[src/rtl/gray_to_rgb_ser.sv]
// gray_to_rgb_ser: expands one gray pixel into 2 or 3 RGB565/666/888 byte beats for the DBI TX FSM
module gray_to_rgb_ser #(
    parameter int GRAY_PXL_W = 8,
    parameter int OUT_W      = 8
) (
    input  logic                  clk,
    input  logic                  rst_n,
    input  logic [1:0]            fmt_i,
    input  logic [GRAY_PXL_W-1:0] gray_pxl_dat_i,
    input  logic                  gray_pxl_last_i,
    input  logic                  gray_pxl_vld_i,
    output logic                  gray_pxl_rdy_o,
    output logic [OUT_W-1:0]      rgb_pxl_dat_o,
    output logic                  rgb_pxl_last_o,
    output logic                  rgb_pxl_vld_o,
    input  logic                  rgb_pxl_rdy_i,
    output logic                  busy_o
);

    typedef enum logic {IDLE = 1'b0, SEND = 1'b1} state_t;

    generate
        if (OUT_W != 8) begin : g_bad_out_w
            $error("gray_to_rgb_ser: OUT_W must be 8");
        end
        if (GRAY_PXL_W < 4 || GRAY_PXL_W > 12) begin : g_bad_gray_w
            $error("gray_to_rgb_ser: GRAY_PXL_W must be 4..12");
        end
    endgenerate

    logic [7:0] g8_in;

    // Normalise the incoming gray value to 8 bits: truncate wide inputs, replicate MSBs into narrow ones
    generate
        if (GRAY_PXL_W > 8) begin : g_trunc
            logic unused_lsbs;
            assign g8_in       = gray_pxl_dat_i[GRAY_PXL_W-1 -: 8];
            assign unused_lsbs = ^gray_pxl_dat_i[GRAY_PXL_W-9:0];
        end else if (GRAY_PXL_W == 8) begin : g_pass
            assign g8_in = gray_pxl_dat_i;
        end else begin : g_rep
            assign g8_in = {gray_pxl_dat_i, gray_pxl_dat_i[GRAY_PXL_W-1 -: 8-GRAY_PXL_W]};
        end
    endgenerate

    // Index of the final beat: 3-beat formats are RGB666/RGB888, everything else is 2-beat RGB565
    function automatic logic [1:0] last_beat(input logic [1:0] f);
        return (f == 2'd1 || f == 2'd2) ? 2'd2 : 2'd1;
    endfunction

    // Byte presented on the bus for a given held pixel, format and beat index
    function automatic logic [7:0] beat_val(input logic [7:0] g, input logic [1:0] f, input logic [1:0] b);
        logic [15:0] w;
        w = {g[7:3], g[7:2], g[7:3]};
        return f == 2'd2 ? g : f == 2'd1 ? {g[7:2], 2'b00} : b == 2'd0 ? w[15:8] : w[7:0];
    endfunction

    state_t     state_q, state_d;
    logic [1:0] beat_q, beat_d;
    logic [7:0] g8_q, g8_d;
    logic [1:0] fmt_q, fmt_d;
    logic       last_q, last_d;
    logic [7:0] dat_q, dat_d;
    logic       lst_q, lst_d;
    logic       fin, in_hsk, out_hsk;

    assign fin            = (state_q == SEND) && (beat_q == last_beat(fmt_q));
    assign gray_pxl_rdy_o = (state_q == IDLE) | (fin & rgb_pxl_rdy_i);
    assign in_hsk         = gray_pxl_vld_i & gray_pxl_rdy_o;
    assign out_hsk        = (state_q == SEND) & rgb_pxl_rdy_i;

    // Next-state: accept a pixel (possibly reloading on the final beat), advance the beat, or drain to idle
    always_comb begin
        state_d = state_q;
        beat_d  = beat_q;
        g8_d    = g8_q;
        fmt_d   = fmt_q;
        last_d  = last_q;
        if (in_hsk) begin
            state_d = SEND;
            beat_d  = 2'd0;
            g8_d    = g8_in;
            fmt_d   = fmt_i;
            last_d  = gray_pxl_last_i;
        end else if (out_hsk && fin) begin
            state_d = IDLE;
            beat_d  = 2'd0;
        end else if (out_hsk) begin
            beat_d  = beat_q + 2'd1;
        end
        dat_d = (state_d == SEND) ? beat_val(g8_d, fmt_d, beat_d) : 8'd0;
        lst_d = (state_d == SEND) && last_d && (beat_d == last_beat(fmt_d));
    end

    // Register the serializer state and the outgoing beat so the output interface is fully registered
    always_ff @(posedge clk or negedge rst_n) begin
        if (!rst_n) begin
            state_q <= IDLE;
            beat_q  <= 2'd0;
            g8_q    <= 8'd0;
            fmt_q   <= 2'd0;
            last_q  <= 1'b0;
            dat_q   <= 8'd0;
            lst_q   <= 1'b0;
        end else begin
            state_q <= state_d;
            beat_q  <= beat_d;
            g8_q    <= g8_d;
            fmt_q   <= fmt_d;
            last_q  <= last_d;
            dat_q   <= dat_d;
            lst_q   <= lst_d;
        end
    end

    assign rgb_pxl_vld_o  = (state_q == SEND);
    assign rgb_pxl_dat_o  = dat_q;
    assign rgb_pxl_last_o = lst_q;
    assign busy_o         = (state_q == SEND);

endmodule

[config.mk]
export PLATFORM = sky130hd
export DESIGN_NAME = gray_to_rgb_ser
export DESIGN_NICKNAME = d
export VERILOG_FILES = /design/src/rtl/gray_to_rgb_ser.sv
export SDC_FILE = /design/constraint.sdc
export NUM_CORES = 1
export LEC_CHECK = 0
export BUFFER_PORTS_ARGS = -buffer_cell sky130_fd_sc_hd__buf_2
export CAP_MARGIN = 40
export CORE_MARGIN = 3
export CORE_UTILIZATION = 53
export DETAILED_ROUTE_END_ITERATION = 12
export PLACE_DENSITY = 0.84
export SYNTH_ARGS = -nofsm -noshare
export SYNTH_HDL_FRONTEND = slang
export SYNTH_SLANG_ARGS = --single-unit
[constraint.sdc]
create_clock -name clk -period 3.7 [get_ports clk]
set_clock_uncertainty 0.15 [all_clocks]
set_input_delay 0.555 -clock clk [delete_from_list [all_inputs] [get_ports clk]]
set_output_delay 0.555 -clock clk [all_outputs]
set_load 0.005 [all_outputs]
==> metrics.csv, run 1 <==
stage,metric,value,unit
run_status,status,finished clean,
synth,Cell variety after synth,45,
clock_tree,CTS max path bufs,2,
global_routing,number of global-route vias before repair,1071,
place,Placed Area,0.00147,sq mm
pwr,Power Dens Cells,964,mW/mm^2
floorplan,Starting Density,57.6,%
timing,Slew @ Worst Pin,0.618,ns
route,vias per inst,6.24,
route,final WL,2880,um
synth,Gate Count Post-Synth,122,
global_routing,first-pass GRT wire length,5010,um
route,DRT iter0 DRCs,37,
worst_setup_path,R2R depth,10,
place,DP HPWL,2300,um
global_routing,initial antenna violation count,0,
place,gpl congestion,0.897,
timing,Slew headroom,58.8,%
clock_tree,CTS sink cnt,23,
clock_tree,root buffer cell,clkbuf_4,
synth,Synth warnings,0,
pwr,maximum vdd ir drop,540,uV
final_layout,multi-input logic area,703,sq um
final_layout,FILL cells,164,
worst_setup_path,reg-to-reg startpoint,beat_q[1],
worst_hold_path,HP Class,in -> async,
worst_setup_path,"Max FO, Critical Path",16,
worst_setup_path,type of the worst setup path,reg -> reg,
floorplan,Core Rows,17,
job,max cap viols,0,
clock_tree,worst skew pair latency,0.31,ns
worst_setup_path,Critical R2R Capture,rgb_pxl_dat_o[1],
route,Detailed Routing Iterations Pass 1,4,
timing,RSZ-0062 raised after global routing,no,
synth,post-synthesis sequential area ratio,43.5,%
timing,FMAX,0.315,GHz
clock_tree,number of H-tree branching levels,1,
final_layout,most frequent cells in the layout,"26 x buf_2, 23 x dfrtp_1, 8 x nand2_1, 8 x nor2_1",
clock_tree,Post-CTS Setup Bufs,0,
final_layout,P&R area growth vs syn,13.4,%
global_routing,largest net degree at the start of global routing,24,
clock_tree,CTS tree,done,
place,PortBufs,26,
timing,setup TNS,0,ns
floorplan,Die Ht,56.0,um
route,drt wl/cell,16.4,um
synth,Mean Syn Cell Area,10.9,sq um
worst_setup_path,Critical Path Source Type,register,
final_layout,Antenna diodes,0,
pwr,Leak,0.704,nW
timing,min Tclk post-route,3.17,ns
global_routing,remaining global-route overflow,0,
clock_tree,Clock Pin Slew Worst Setup and Hold Paths,0.13,ns
route,remaining antenna violation count,0,
route,DRC Markers,0,
pwr,Final Power,0.00145,W
final_layout,FF+latch area,576,sq um
clock_tree,CTS buffer count,3,
global_routing,global-route usage over all layers,20.3,%
final_layout,final core occ,65.4,%
route,DR vias,1098,
worst_setup_path,Required @ worst endpoint,3.81,ns
floorplan,io pins,27,
clock_tree,post-cts sizing count,0,
worst_setup_path,CP Capture Type,register,
timing,fin. max-slew vios,0,
final_layout,share of layout cells above drive strength 1,29.7,%
clock_tree,count of hold-fix buffers inserted at cts,0,
final_layout,"commonest non-fill, non-tap cell in the layout",buf_2,
floorplan,Die W,56.0,um
final_layout,final instance area,0.00150,sq mm
final_layout,final net count,166,
worst_setup_path,critical path arrival,3.29,ns
synth,Syn Nets,139,
timing,crit share post-route,85.8,%
timing,"Hold Vio Cnt, Final",0,
floorplan,full die area,0.00313,sq mm
timing,Finish-stage setup viols,0,
floorplan,core area,0.00230,sq mm
worst_setup_path,flop-to-flop setup slack,0.53,ns
synth,mapped cell area,0.00132,sq mm
synth,#FFs+latches synth,23,
worst max path at each step:
| stage | cells after the start | startpoint | slack [ns] | endpoint |
|---|---|---|---|---|
| 2_1_floorplan | 11 | rgb_pxl_rdy_i | 0.72 | rgb_pxl_dat_o[1] |
| 3_5_place_dp | 11 | gray_pxl_vld_i | 0.46 | rgb_pxl_dat_o[1] |
| 6_report | 10 | beat_q[1] | 0.53 | rgb_pxl_dat_o[1] |
| 4_1_cts | 10 | beat_q[1] | 0.52 | rgb_pxl_dat_o[1] |
| 3_3_place_gp | 11 | gray_pxl_vld_i | 0.61 | rgb_pxl_dat_o[1] |
| 5_1_grt | 10 | beat_q[1] | 0.26 | rgb_pxl_dat_o[1] |
synth_stat cells:
master     count  area share, %
nor4_1         2           0.95
mux4_2         4            6.8
and4b_1        2            1.5
dfrtp_1       23             43
and2_1         5            2.4
nor2_4         1           0.85
a221o_1        1           0.76
o21ai_0        6            2.3
or2_2          1           0.47
o22ai_1        1           0.47
mux2_1         3            2.6
nand2b_1       1           0.47
xor2_1         1           0.66
a31oi_1        1           0.47
a2111o_1       1           0.85
nand3_1        6            2.3
nand3b_1       2            1.1
o211a_1        1           0.76
nor2_1         8            2.3
ha_1           2            1.9
nand2_4        1           0.85
nor4b_1        1           0.66
and3_1         1           0.47
xnor2_2        1            1.2
mux2i_4        1            1.7
a2111oi_1      1           0.76
mux2_2         3            2.6
o221a_2        1           0.85
buf_4          1           0.57
a32o_1         1           0.76
or3_1          1           0.47
a21oi_1        4            1.5
o211ai_1       2            1.1
o31a_1         1           0.66
mux2i_1        4            3.0
nor2b_1        1           0.47
a21o_1         2            1.1
a21boi_0       1           0.57
a211oi_1       1           0.57
nor4bb_1       1           0.76
o31ai_1        1           0.57
nor3_1         1           0.38
nand2_1        8            2.3
inv_1          6            1.7
clkbuf_1       4            1.1
critical path, stage by stage (launching register included):
cell and delay (ns):
dfrtp_1 0.62, and4b_1 0.29, mux2i_4 0.21, nand2_4 0.16, mux2i_1 0.24, inv_1 0.09, ha_1 0.21, or2_2 0.32
a2111oi_1 0.49, and2_1 0.21, a221o_1 0.13
registers in the layout, summed over array words and instances, names as in the netlist:
| register | cells |
|---|---|
| g8_q | 8 |
| rgb_pxl_dat_o | 8 |
| beat_q | 2 |
| fmt_q | 2 |
| busy_o | 1 |
| last_q | 1 |
| rgb_pxl_last_o | 1 |
per-stage QoR:
step                      std cells  setup WS, ns  hold WS (ns)
after floorplan                 122         0.719         0.109
after global placement          172         0.613         0.303
after detailed placement        172         0.461         0.318
after CTS                       176         0.516        0.0573
after global routing            176         0.256        0.0659
final                           176         0.526        0.0377
kinds of logic (layout without fill, tap and decap cells):
kind of cell | Yosys count | count (layout) | share of synthesized area (%)
adder cells (fa/ha/maj) | 2 | 2 | 1.89
flip-flops | 23 | 23 | 43.5
XOR/XNOR | 2 | 2 | 1.89
multiplexers | 15 | 15 | 16.6
AO/OA/AOI/OAI | 26 | 26 | 14.1
buffers and inverters | 11 | 37 | 3.40
AND/OR/NAND/NOR | 43 | 43 | 18.6
per-layer routing:
layer / wire length (um) / global-route usage (%) / vias to the layer above
li1: - / - / 507
met3: 177 / 3.48 / 11
met5: 0 / 0 / -
met2: 1410 / 33.6 / 46
met4: 79 / 6.78 / 0
met1: 1220 / 26.8 / 534
report_power, final:
| part | switching, W | internal (W) |
|---|---|---|
| Sequential | 0.0000990 | 0.000374 |
| Clock | 0.0000768 | 0.0000404 |
| Combinational | 0.000428 | 0.000429 |
| Total | 0.000604 | 0.000844 |
cell type report:
cell class	instances	area share, %
multi-input cells	88	46.8
flip-flops and latches	23	38.3
repair buffers	27	9.17
well taps	28	2.33
clock buffers	3	1.50
inverters	6	1.50
clock inverters	1	0.333
Note: power is estimated with default switching activity, not from simulation.
==> run 2, diff against run 1 <==
--- a/config.mk
+++ b/config.mk
@@ -7,6 +7,7 @@
 export LEC_CHECK = 0
 export BUFFER_PORTS_ARGS = -buffer_cell sky130_fd_sc_hd__buf_2
 export CAP_MARGIN = 40
+export CORE_ASPECT_RATIO = 1.2
 export CORE_MARGIN = 3
 export CORE_UTILIZATION = 53
 export DETAILED_ROUTE_END_ITERATION = 12
==> metrics.csv, run 2 (same netlist as run 1, synthesis figures left out) <==
stage,metric,value,unit,change
floorplan,Die W,51.6,um,-7.8%
route,DRT iter0 DRCs,44,,+19%
worst_setup_path,"Buf+Inv Stages, Crit Path",1,,unchanged
global_routing,number of global-route vias before repair,1033,,-3.5%
run_status,status,finished clean,,
pwr,maximum vdd ir drop,561,uV,+3.9%
route,DRC Markers,0,,unchanged
timing,Slew headroom,53.6,%,-5.2 points
global_routing,initial antenna violation count,0,,unchanged
global_routing,first-pass GRT wire length,4730,um,-5.6%
worst_setup_path,"delay-heaviest family, CP",simple AND/OR/NAND/NOR gates,,
route,final WL,2890,um,+0.17%
floorplan,full die area,0.00314,sq mm,about the same
worst_setup_path,Worst path slowest cell,dfrtp_1,,
worst_setup_path,Worst path max stage delay,0.46,ns,-0.16 ns
clock_tree,Post-CTS Setup Bufs,0,,unchanged
route,drt wl/cell,16.2,um,-0.95%
worst_setup_path,"Max FO, Critical Path",9,,-7
route,DR vias,1052,,-4.2%
clock_tree,post-cts sizing count,0,,unchanged
floorplan,Core Rows,19,,+2
clock_tree,number of H-tree branching levels,1,,unchanged
clock_tree,CTS max path bufs,2,,unchanged
clock_tree,CTS buffer count,3,,unchanged
final_layout,P&R area growth vs syn,13.1,%,
worst_setup_path,CP Capture Type,register,,
worst_setup_path,type of the worst setup path,reg -> reg,,
final_layout,final net count,165,,-0.60%
place,gpl congestion,0.851,,-5.1%
clock_tree,CTS tree,done,,
global_routing,largest net degree at the start of global routing,24,,unchanged
timing,crit share post-route,86.5,%,+0.69 points
timing,final worst slack,0.500,ns,-0.0255 ns
place,DP HPWL,2230,um,-3.0%
final_layout,share of layout cells above drive strength 1,29.3,%,-0.48 points
floorplan,Die Ht,60.7,um,+8.5%
final_layout,fin cells,178,,+1.1%
route,remaining antenna violation count,0,,unchanged
final_layout,most frequent cells in the layout,"26 x buf_2, 23 x dfrtp_1, 8 x nand2_1, 8 x nor2_1",,
route,Detailed Routing Iterations Pass 1,4,,unchanged
pwr,Power Dens Cells,962,mW/mm^2,-0.18%
clock_tree,worst skew pair latency,0.31,ns,about the same
worst_setup_path,critical path arrival,3.31,ns,+0.02 ns
final_layout,final instance area,0.00150,sq mm,-0.25%
floorplan,Starting Density,56.8,%,-0.80 points
worst_setup_path,Critical Path Source Type,register,,
global_routing,global-route usage over all layers,20.7,%,+0.39 points
timing,FMAX,0.313,GHz,-0.80%
timing,RSZ-0062 raised after global routing,no,,
worst_setup_path,Required @ worst endpoint,3.81,ns,about the same
global_routing,remaining global-route overflow,0,,unchanged
place,Placed Area,0.00147,sq mm,-0.25%
worst_hold_path,HP Class,in -> async,,
clock_tree,CTS sink cnt,23,,unchanged
timing,setup TNS,0,ns,unchanged
timing,Finish-stage setup viols,0,,unchanged
route,vias per inst,5.91,,-5.3%
job,max cap viols,0,,unchanged
timing,min Tclk post-route,3.20,ns,+0.0255 ns
floorplan,io pins,27,,unchanged
final_layout,Antenna diodes,0,,unchanged
place,placed insts,174,,+1.2%
final_layout,"commonest non-fill, non-tap cell in the layout",buf_2,,
clock_tree,Clock Pin Slew Worst Setup and Hold Paths,0.13,ns,about the same
floorplan,core area,0.00233,sq mm,+1.4%
clock_tree,root buffer cell,clkbuf_4,,
clock_tree,count of hold-fix buffers inserted at cts,0,,unchanged
place,worst slack at placement,0.526,ns,+0.0648 ns
worst_setup_path,worst-path cell chain,"xnor2_2, mux2i_4, nand2_4, mux2i_1, inv_1, ha_1, or2_2, a2111oi_1, and2_1, a221o_1",,
timing,Slew @ Worst Pin,0.696,ns,+0.0776 ns
timing,fin. max-slew vios,0,,unchanged
timing,"Hold Vio Cnt, Final",0,,unchanged
pwr,Leak,0.700,nW,-0.68%
place,PortBufs,26,,unchanged
## run 2: worst paths after layout
check | start | to | slack, ns | depth (start not counted)
max | fmt_q[1] | rgb_pxl_dat_o[1] | 0.50 | 10
min | rst_n | beat_q[0] | 0.04 | 1
max reg2reg | fmt_q[1] | rgb_pxl_dat_o[1] | 0.50 | 10
min reg2reg | g8_q[0] | g8_q[0] | 0.34 | 1
max in group asynchronous | rst_n | g8_q[1] | 3.02 | 1
min in group clk | gray_pxl_last_i | last_q | 0.32 | 2
## run 2: layer usage
metal / track usage [%] / share of wire, % / wire length, um
met1: 25.9 / 42 / 1210
met3: 2.21 / 5.1 / 147
met5: 0 / 0 / 0
met4: 9.36 / 2.6 / 75
met2: 36.0 / 50 / 1450
## run 2: area by class of cell
cell class                      instances  area [sq um]
Clock inverter                          1          5.00
Clock buffer                            3          22.5
Tap cell                               31          38.8
Multi-Input combinational cell         88           703
Fill cell                             190           832
Timing Repair Buffer                   26           130
Inverter                                6          22.5
Sequential cell                        23           576
## run 2: through the flow
stage          total power [W]  hold slack (ns)  util (%)
2_1_floorplan          0.00110            0.109         -
3_3_place_gp           0.00127            0.300      63.1
3_5_place_dp           0.00132            0.309      63.1
4_1_cts                0.00143           0.0618      64.3
5_1_grt                0.00156           0.0690      64.3
6_report               0.00144           0.0419      64.3
## run 2: power breakdown
part	leakage, nW	switching, W	internal [W]
Sequential	0.281	0.0000983	0.000374
Combinational	0.401	0.000435	0.000417
Clock	0.0177	0.0000770	0.0000403
## run 2: worst register-to-register path, stage by stage, from the launching register on
cell,delay [ns]
dfrtp_1,0.46
xnor2_2,0.38
mux2i_4,0.36
nand2_4,0.15
mux2i_1,0.24
inv_1,0.09
ha_1,0.22
or2_2,0.31
a2111oi_1,0.45
and2_1,0.21
a221o_1,0.14
==> run 3, diff against run 2 <==
--- a/config.mk
+++ b/config.mk
@@ -5,12 +5,12 @@
 export SDC_FILE = /design/constraint.sdc
 export NUM_CORES = 1
 export LEC_CHECK = 0
-export BUFFER_PORTS_ARGS = -buffer_cell sky130_fd_sc_hd__buf_2
 export CAP_MARGIN = 40
 export CORE_ASPECT_RATIO = 1.2
 export CORE_MARGIN = 3
-export CORE_UTILIZATION = 53
+export CORE_UTILIZATION = 61
 export DETAILED_ROUTE_END_ITERATION = 12
+export DONT_BUFFER_PORTS = 1
 export PLACE_DENSITY = 0.84
 export SYNTH_ARGS = -nofsm -noshare
 export SYNTH_HDL_FRONTEND = slang
==> metrics.csv, run 3 (same netlist as run 1, synthesis figures left out) <==
stage,metric,value,unit,change
run_status,status,finished clean,,
final_layout,final net count,141,,-15%
floorplan,core area,0.00194,sq mm,-17%
clock_tree,Clock Pin Slew Worst Setup and Hold Paths,0.12,ns,about the same
global_routing,initial antenna violation count,0,,unchanged
route,DRC Markers,0,,unchanged
final_layout,Antenna diodes,0,,unchanged
timing,"Hold Vio Cnt, Final",0,,unchanged
pwr,Final Power,0.00136,W,-5.7%
timing,Slew headroom,59.0,%,+5.4 points
pwr,maximum vdd ir drop,510,uV,-9.1%
final_layout,P&R area growth vs syn,4.54,%,
floorplan,Starting Density,68.4,%,+12 points
worst_setup_path,Critical Path Source Type,register,,
global_routing,first-pass GRT wire length,4460,um,-5.5%
floorplan,full die area,0.00277,sq mm,-12%
clock_tree,root buffer cell,clkbuf_4,,
final_layout,"commonest non-fill, non-tap cell in the layout",dfrtp_1,,
global_routing,largest net degree at the start of global routing,24,,unchanged
floorplan,Core Rows,17,,-2
floorplan,Die W,48.5,um,-6.0%
pwr,Power Dens Cells,982,mW/mm^2,+2.1%
route,vias per inst,6.34,,+7.2%
place,gpl congestion,0.810,,-4.8%
clock_tree,CTS max path bufs,2,,unchanged
global_routing,number of global-route vias before repair,947,,-8.3%
timing,Slew @ Worst Pin,0.614,ns,-0.0821 ns
worst_setup_path,CP Capture Type,register,,
floorplan,io pins,27,,unchanged
timing,Finish-stage setup viols,0,,unchanged
clock_tree,CTS sink cnt,23,,unchanged
job,max cap viols,0,,unchanged
final_layout,FILL cells,131,,-31%
final_layout,share of layout cells above drive strength 1,13.8,%,-15 points
global_routing,global-route usage over all layers,20.4,%,-0.27 points
route,remaining antenna violation count,0,,unchanged
pwr,Leak,0.601,nW,-14%
worst_setup_path,"Max FO, Critical Path",9,,unchanged
timing,RSZ-0062 raised after global routing,no,,
final_layout,most frequent cells in the layout,"23 x dfrtp_1, 8 x nand2_1, 8 x nor2_1",,
timing,FMAX,0.294,GHz,-5.9%
route,drt wl/cell,17.0,um,+5.0%
route,DRT iter0 DRCs,32,,-27%
route,Detailed Routing Iterations Pass 1,4,,unchanged
global_routing,remaining global-route overflow,0,,unchanged
floorplan,Die Ht,57.0,um,-6.1%
timing,crit share post-route,91.9,%,+5.5 points
clock_tree,number of H-tree branching levels,1,,unchanged
clock_tree,worst skew pair latency,0.30,ns,about the same
place,PortBufs,0,,-100%
worst_setup_path,type of the worst setup path,reg -> reg,,
clock_tree,CTS buffer count,3,,unchanged
timing,min Tclk post-route,3.40,ns,+0.202 ns
worst_setup_path,critical path arrival,3.50,ns,+0.19 ns
place,DP HPWL,2000,um,-10%
timing,fin. max-slew vios,0,,unchanged
clock_tree,post-cts sizing count,0,,unchanged
route,DR vias,957,,-9.0%
route,final WL,2570,um,-11%
worst_hold_path,HP Class,in -> reg,,
clock_tree,CTS tree,done,,
clock_tree,Post-CTS Setup Bufs,0,,unchanged
worst_setup_path,Required @ worst endpoint,3.80,ns,about the same
timing,setup TNS,0,ns,unchanged
run 3: changes by cell type in the layout (fill, tap and decap cells not counted), sizes merged:
cell and change:
clkinv -1, buf -25, clkbuf +1, dlygate4sd3 +1
run 3: where the power goes:
part / internal, W / leakage [nW] / switching [W]
clock network: 0.0000420 / 0.0150 / 0.0000692
registers: 0.000375 / 0.281 / 0.000111
logic: 0.000376 / 0.306 / 0.000386
total: 0.000793 / 0.601 / 0.000566
run 3: layout make-up:
class | instances | area [sq um] | share of cell area [%]
inverter | 6 | 22.5 | 1.63
multi-input combinational | 88 | 703 | 50.8
clock buffer | 4 | 26.3 | 1.90
sequential | 23 | 576 | 41.6
tap | 28 | 35.0 | 2.53
timing repair buffer | 2 | 21.3 | 1.54
run 3: repair_timing:
item | CTS | global route
hold buffers | 1 | 0
endpoints found under the setup margin | 0 | 0
hold endpoints to repair | 23 | 0
run 3: final timing paths:
check                                        end         startpoint  slack [ns]  cells past startpoint
worst max-delay path            rgb_pxl_dat_o[1]           fmt_q[1]        0.30                     10
worst min-delay path                     g8_q[5]  gray_pxl_dat_i[5]        0.25                      2
worst max register to register  rgb_pxl_dat_o[1]           fmt_q[1]        0.30                     10
worst min register to register           g8_q[0]            g8_q[0]        0.33                      1
max in group asynchronous       rgb_pxl_dat_o[3]              rst_n        2.46                      2
min in group asynchronous       rgb_pxl_dat_o[7]              rst_n        0.47                      1
run 3: worst max-delay path, cell delays in order, from the launching register on:
cell and delay (ns):
dfrtp_1 0.45, xnor2_2 0.42, mux2i_4 0.37, nand2_4 0.16
mux2i_1 0.27, inv_1 0.10, ha_1 0.23, or2_2 0.33
a2111oi_1 0.51, and2_1 0.21, a221o_1 0.15
run 3: per-stage QoR:
| step | std cells | cell area, sq um | hold slack (ns) | util, % | setup slack (ns) |
|---|---|---|---|---|---|
| detailed placement | 145 | 1340 | 0.110 | 69.0 | 0.376 |
| global placement | 145 | 1340 | 0.110 | 69.0 | 0.613 |
| CTS | 150 | 1370 | 0.253 | 70.9 | 0.341 |
| finish | 151 | 1380 | 0.246 | 71.5 | 0.298 |
| floorplan | 122 | 1320 | 0.109 | - | 0.719 |
| global route | 151 | 1380 | 0.237 | 71.5 | 0.111 |
run 3: metal layers:
| layer | part of all wire, % | global-route usage [%] |
|---|---|---|
| met1 | 42 | 25.5 |
| met2 | 51 | 35.2 |
| met3 | 6.6 | 4.96 |
| met4 | 0.97 | 6.10 |
| met5 | 0 | 0 |
